===== config.mk =====
export PLATFORM = sky130hd
export DESIGN_NAME = inv_shift_rows_pipe
export DESIGN_NICKNAME = d
export VERILOG_FILES = /design/src/rtl/inv_shift_rows_pipe.sv
export SDC_FILE = /design/constraint.sdc
export NUM_CORES = 1
export LEC_CHECK = 0
export ABC_AREA = 1
export CAP_MARGIN = 20
export CORE_MARGIN = 2
export CORE_UTILIZATION = 45
export DETAILED_ROUTE_END_ITERATION = 8
export PLACE_DENSITY = 0.73
export REMOVE_ABC_BUFFERS = 1
export SETUP_SLACK_MARGIN = 0.3
export SYNTH_ARGS = -nofsm -noshare
export SYNTH_HDL_FRONTEND = slang
export SYNTH_SLANG_ARGS = --single-unit

===== constraint.sdc =====
create_clock -name clk -period 37.2 [get_ports clk]
set_input_delay 3.72 -clock clk [delete_from_list [all_inputs] [get_ports clk]]
set_output_delay 3.72 -clock clk [all_outputs]
set_load 0.03 [all_outputs]

===== src/rtl/inv_shift_rows_pipe.sv =====
// Two-stage AES-128 inverse-round slice: InvShiftRows -> AddRoundKey -> optional InvMixColumns.
// Stage A registers the row-shifted state; stage B registers the keyed, optionally mixed result.
module inv_shift_rows_pipe (
  input  logic         clk,
  input  logic         rst,
  input  logic         in_valid,
  output logic         in_ready,
  input  logic [127:0] data_in,
  input  logic [127:0] key_in,
  input  logic         mix_en,
  input  logic [3:0]   tag_in,
  output logic         out_valid,
  input  logic         out_ready,
  output logic [127:0] data_out,
  output logic [3:0]   tag_out,
  output logic         busy
);

  // Handshake: a beat moves on a rising edge when valid && ready on that side;
  // a producer holds valid and its payload steady until that edge.

  logic         a_valid;
  logic [127:0] a_state;
  logic [127:0] a_key;
  logic         a_mix;
  logic [3:0]   a_tag;
  logic         b_valid;
  logic         b_take;
  logic         a_take;
  logic [127:0] t_state;
  logic [127:0] mixed_state;
  logic [127:0] b_next;

  function automatic logic [7:0] xtime(input logic [7:0] b);
    return {b[6:0], 1'b0} ^ (b[7] ? 8'h1b : 8'h00);
  endfunction

  function automatic logic [31:0] inv_mix_col(input logic [31:0] col);
    logic [7:0] s  [4];
    logic [7:0] m9 [4];
    logic [7:0] mb [4];
    logic [7:0] md [4];
    logic [7:0] me [4];
    logic [7:0] x2, x4, x8;
    for (int r = 0; r < 4; r++) begin
      s[r]  = col[31-8*r -: 8];
      x2    = xtime(s[r]);
      x4    = xtime(x2);
      x8    = xtime(x4);
      m9[r] = x8 ^ s[r];
      mb[r] = x8 ^ x2 ^ s[r];
      md[r] = x8 ^ x4 ^ s[r];
      me[r] = x8 ^ x4 ^ x2;
    end
    return {me[0] ^ mb[1] ^ md[2] ^ m9[3],
            m9[0] ^ me[1] ^ mb[2] ^ md[3],
            md[0] ^ m9[1] ^ me[2] ^ mb[3],
            mb[0] ^ md[1] ^ m9[2] ^ me[3]};
  endfunction

  // Row r rotates right by r columns: out[r][c] = in[r][(c-r) mod 4].
  function automatic logic [127:0] inv_shift_rows(input logic [127:0] st);
    logic [127:0] res;
    res = '0;
    for (int c = 0; c < 4; c++) begin
      for (int r = 0; r < 4; r++) begin
        res[127-8*(4*c+r) -: 8] = st[127-8*(4*((c-r+4)%4)+r) -: 8];
      end
    end
    return res;
  endfunction

  assign b_take    = !b_valid || out_ready;
  assign a_take    = !a_valid || b_take;
  assign in_ready  = !rst && a_take;
  assign out_valid = b_valid;
  assign busy      = a_valid || b_valid;

  always_comb begin
    t_state     = a_state ^ a_key;
    mixed_state = '0;
    for (int c = 0; c < 4; c++) begin
      mixed_state[127-32*c -: 32] = inv_mix_col(t_state[127-32*c -: 32]);
    end
    b_next = a_mix ? mixed_state : t_state;
  end

  always_ff @(posedge clk or posedge rst) begin
    if (rst) begin
      a_valid <= 1'b0;
      a_state <= '0;
      a_key   <= '0;
      a_mix   <= 1'b0;
      a_tag   <= '0;
    end else if (a_take) begin
      a_valid <= in_valid && in_ready;
      a_state <= inv_shift_rows(data_in);
      a_key   <= key_in;
      a_mix   <= mix_en;
      a_tag   <= tag_in;
    end
  end

  always_ff @(posedge clk or posedge rst) begin
    if (rst) begin
      b_valid  <= 1'b0;
      data_out <= '0;
      tag_out  <= '0;
    end else if (b_take) begin
      b_valid  <= a_valid;
      data_out <= b_next;
      tag_out  <= a_tag;
    end
  end

endmodule


Word-level counts from Yosys, hierarchy flattened
Cells that the tools add are included.
{"block": "word_totals", "in_bits": 265, "out_inout_bits": 135, "reg_bits": 395, "word_cells": 258}
{"block": "op_classes", "bitwise_logic": 193, "n_reduce_logical": 8, "muxes": 49}
{"cell": "XOR 8 bit", "n": 144}
{"cell": "XOR 8 x 5 -> 8 bit", "n": 48}
{"cell": "two-way mux 5 bit", "n": 48}
{"cell": "two-way mux 128 bit", "n": 1}
{"cell": "XOR 128 bit", "n": 1}
{"cell": "zero test 1 bit", "n": 3}
{"cell": "logical OR 1 bit", "n": 3}
{"cell": "logical AND 1 bit", "n": 2}

Logic depth before layout (Yosys ltp)
{"block": "depth", "ltp_word": 13, "depth_mapped": 19, "ltp_nobuf": 19}

Worst setup path after synthesis
OpenSTA, ideal clock, no wires.
{"block": "synth_timing", "path_kind": "input to output", "startpoint": "input rst", "endpoint": "output in_ready", "t_arrival_ps": 12540, "t_required_ps": 33480, "slack_ps": 20940, "stages": 3, "n_path_buf": 0, "path_cell_list": "inv_1 > nand2_1 > inv_1"}
{"block": "synth_between", "elab_chain_len": 2}
{"element": "start: declaration", "line": "5", "text": "input logic rst,"}
{"element": "zero test 1 bit (no line)"}
{"element": "logical AND 1 bit", "line": "75", "text": "assign in_ready = !rst && a_take;"}
{"element": "end: declaration", "line": "7", "text": "output logic in_ready,"}
No other way between the ends.

Final worst setup path
{"block": "layout_timing", "startpoint": "input out_ready", "endpoint": "output in_ready"}
{"block": "layout_between", "elab_chain_len": 3}
{"element": "start: declaration", "line": "13", "text": "input logic out_ready,"}
{"element": "logical OR 1 bit", "line": "73", "text": "assign b_take = !b_valid || out_ready;"}
{"element": "logical OR 1 bit", "line": "74", "text": "assign a_take = !a_valid || b_take;"}
{"element": "logical AND 1 bit", "line": "75"}
No other way between the ends.

==> flow_metrics.tcl <==
set metrics [dict create \
    clkTransAtPathRegs_ns 0.06 \
    max-clock-path-buffers 3 \
    grt_max_degree 208 \
    rsz0062_at_grt "false" \
    period_needed_ns 10.47 \
    post-route-period-util_pct 28.15 \
    hold_viol_final 0 \
    vdd_ir_drop_max_v 0.00004732 \
    cts_tree "done" \
    via_per_inst 5.150 \
    firstDrtPassIters 6 \
    cts-hold-fix-buffers 0 \
    ys.flop_type "dfrtp_1" \
    path_class "input pin to primary output" \
    fp-row-count 98 \
    synth.ff_latch_count 395 \
    clk_latency_ns 0.61 \
    slew_violations 0 \
    powerDensity_mw_per_mm2 65.25 \
    netlist.area_leader.share_pct 33.70 \
    place.gp.congestion 1.004 \
    track_usage_pct 30.27 \
    tns_ns 0 \
    path_max_fanout 171 \
    startpoint_type "input pin" \
    dp_hpwl_mm 87.26 \
    yosys_warnings 0 \
    clock_sinks 395 \
    htreeDepth 2 \
    cp-end-kind "primary output" \
    grt_first_pass_wirelength_mm 177.0 \
    finClkSkew_ns 0.02029 \
    synth_edf_count 0 \
    place_area_mm2 0.03755 \
    antenna_found_initial 4 \
    fmax_mhz 95.50 \
    ioPinCount 400 \
    fin_area_mm2 0.03915 \
    dr_wl_met2_mm 51.89 \
    synthCells 5308 \
    wl_mm 115.8 \
    post_cts_buffers 0 \
    die_width_um 273.3 \
    nets 5922 \
    wl_per_cell_um 17.42 \
    portBuffers 399 \
    worst_pin_slew_ns 1.038 \
    status "completed" \
    synth_seq_area_share_pct 30.29 \
    max_stage_delay_ns 0.67 \
    start_util_pct 45.57 \
    drv_cap 0 \
    synth_async_sr_flop_share_pct 100.0 \
    layout_commonest_cell "nand2_1" \
    cp.arrival_ns 6.75 \
    max_slew_margin_pct 30.81 \
    critPathSlowestCell "clkdlybuf4s50_1" \
    ys_types 28 \
    vias 34230 \
    grt_pass1_vias 31270 \
    synth_top_area_cell "nand2_1" \
    drive_above_1_share_pct 3.092 \
    overflow 0 \
    final_cell_mix "nand2_1, nand3_1, inv_1" \
    cts-buffers-inserted 46 \
    die_area_mm2 0.07469 \
    crit_chain "clkdlybuf4s50_1, nor2_4, inv_4, nor2_4, inv_8, nand2_1, inv_1, clkdlybuf4s50_1" \
    syn_area_per_cell_um2 6.148 \
    crit_required_ns 33.48 \
    die_y_um 273.3 \
    p_leak_nw 21.71 \
    holdWs_ns 0.4748 \
    met3_length_mm 8.580 \
    core_area_mm2 0.07161 \
    synthToLayoutAreaGrowth_pct 19.98 \
    netlist_area_mm2 0.03263 \
    fillers 7215 \
    cts_resized 0 \
    setup_viol 0 \
    drc 0 \
    dr.first_iter.drc_count 3139 \
    synthTopCellsByArea "nand2_1, dfrtp_1, xor2_1, nand3_1, inv_1" \
    min_path_type "register to register" \
    route.antenna.remaining_nets 0 \
    clock-root-buffer "clkbuf_16" \
    topRoutingLayerUsed "met5" \
    wl_met1_mm 51.34 \
]
==> report_power, final <==
| group | internal, mW | leakage [nW] | switching [mW] | total [mW] |
|---|---|---|---|---|
| Clock | 0.288 | 0.787 | 0.194 | 0.481 |
| Combinational | 0.507 | 16.3 | 0.979 | 1.49 |
| Sequential | 0.517 | 4.65 | 0.0699 | 0.587 |
==> stage by stage <==
step	instances	power (mW)	setup WS, ns	utilization [%]
4_1_cts	6643	2.548	26.75	54.66
6_report	6647	2.555	26.73	54.68
3_5_place_dp	6559	2.054	26.76	52.43
2_1_floorplan	5193	1.583	9.647	-
5_1_grt	6646	2.737	26.55	54.67
3_3_place_gp	6559	2.035	26.74	52.43
==> path summary, 6_finish.rpt <==
check / startpoint / end / slack [ns] / cells past startpoint
min in group asynchronous: rst / a_state[31]$_DFFE_PP0N_ / 3.59 / 2
worst max register to register: a_state[60]$_DFFE_PP0N_ / data_out[62]$_DFFE_PP0P_ / 34.08 / 11
max in group asynchronous: rst / a_mix$_DFFE_PP0N_ / 32.08 / 3
worst min register to register: data_out[90]$_DFFE_PP0P_ / data_out[90]$_DFFE_PP0P_ / 0.47 / 2
worst max-delay path: out_ready / in_ready / 26.73 / 8
worst min-delay path: data_out[90]$_DFFE_PP0P_ / data_out[90]$_DFFE_PP0P_ / 0.47 / 2
==> layout make-up <==
cell class	instances	area, µm²	share of cell area (%)
clock buffer	66	1356	3.464
multi-input combinational	4357	20660	52.78
timing repair buffer	416	4134	10.56
antenna	4	10.01	0.02557
tap	950	1189	3.036
sequential	395	9888	25.26
clock inverter	18	239.0	0.6104
inverter	441	1673	4.273
==> synth_stat cells, types with 11 or more instances <==
master / n
or2_2: 13
nand3_1: 441
nand4_1: 13
inv_1: 436
nor2_1: 57
clkbuf_1: 98
xor2_2: 17
dfrtp_1: 395
nand2_1: 2930
xor2_1: 395
nand3b_1: 12
o21ai_0: 228
buf_1: 11
nand2_2: 32
a21oi_1: 14
o21bai_1: 14
xnor2_1: 160
==> cell families (layout without fill, tap and decap cells) <==
group | after synthesis | in the layout | synth area share (%)
and+or+nand+nor | 3508 | 3508 | 42.73
AOI/OAI and AO/OA | 266 | 266 | 4.218
DFF | 395 | 395 | 30.29
xor gates and xnor gates | 583 | 583 | 16.33
other | 0 | 4 | 0
buffers and inverters | 556 | 941 | 6.434
==> sequential cells by signal, indices dropped and copies added, names as in the netlist <==
name and count:
a_key 128, a_state 128, data_out 128, a_tag 4, tag_out 4, a_mix 1
a_valid 1, out_valid 1
==> per-layer routing <==
layer  global-route usage, %  up-vias
met5                       0        -
met3                   3.886      191
met4                   10.32        2
met2                   48.21     1242
met1                   42.32    15870
li1                        -    16930
==> worst max-delay path, delay by kind of cell <==
family | cells | cell delay, ns
buffers and inverters | 5 | 2.29
and+or+nand+nor | 3 | 0.54
Power figures use the tool's default switching activity.
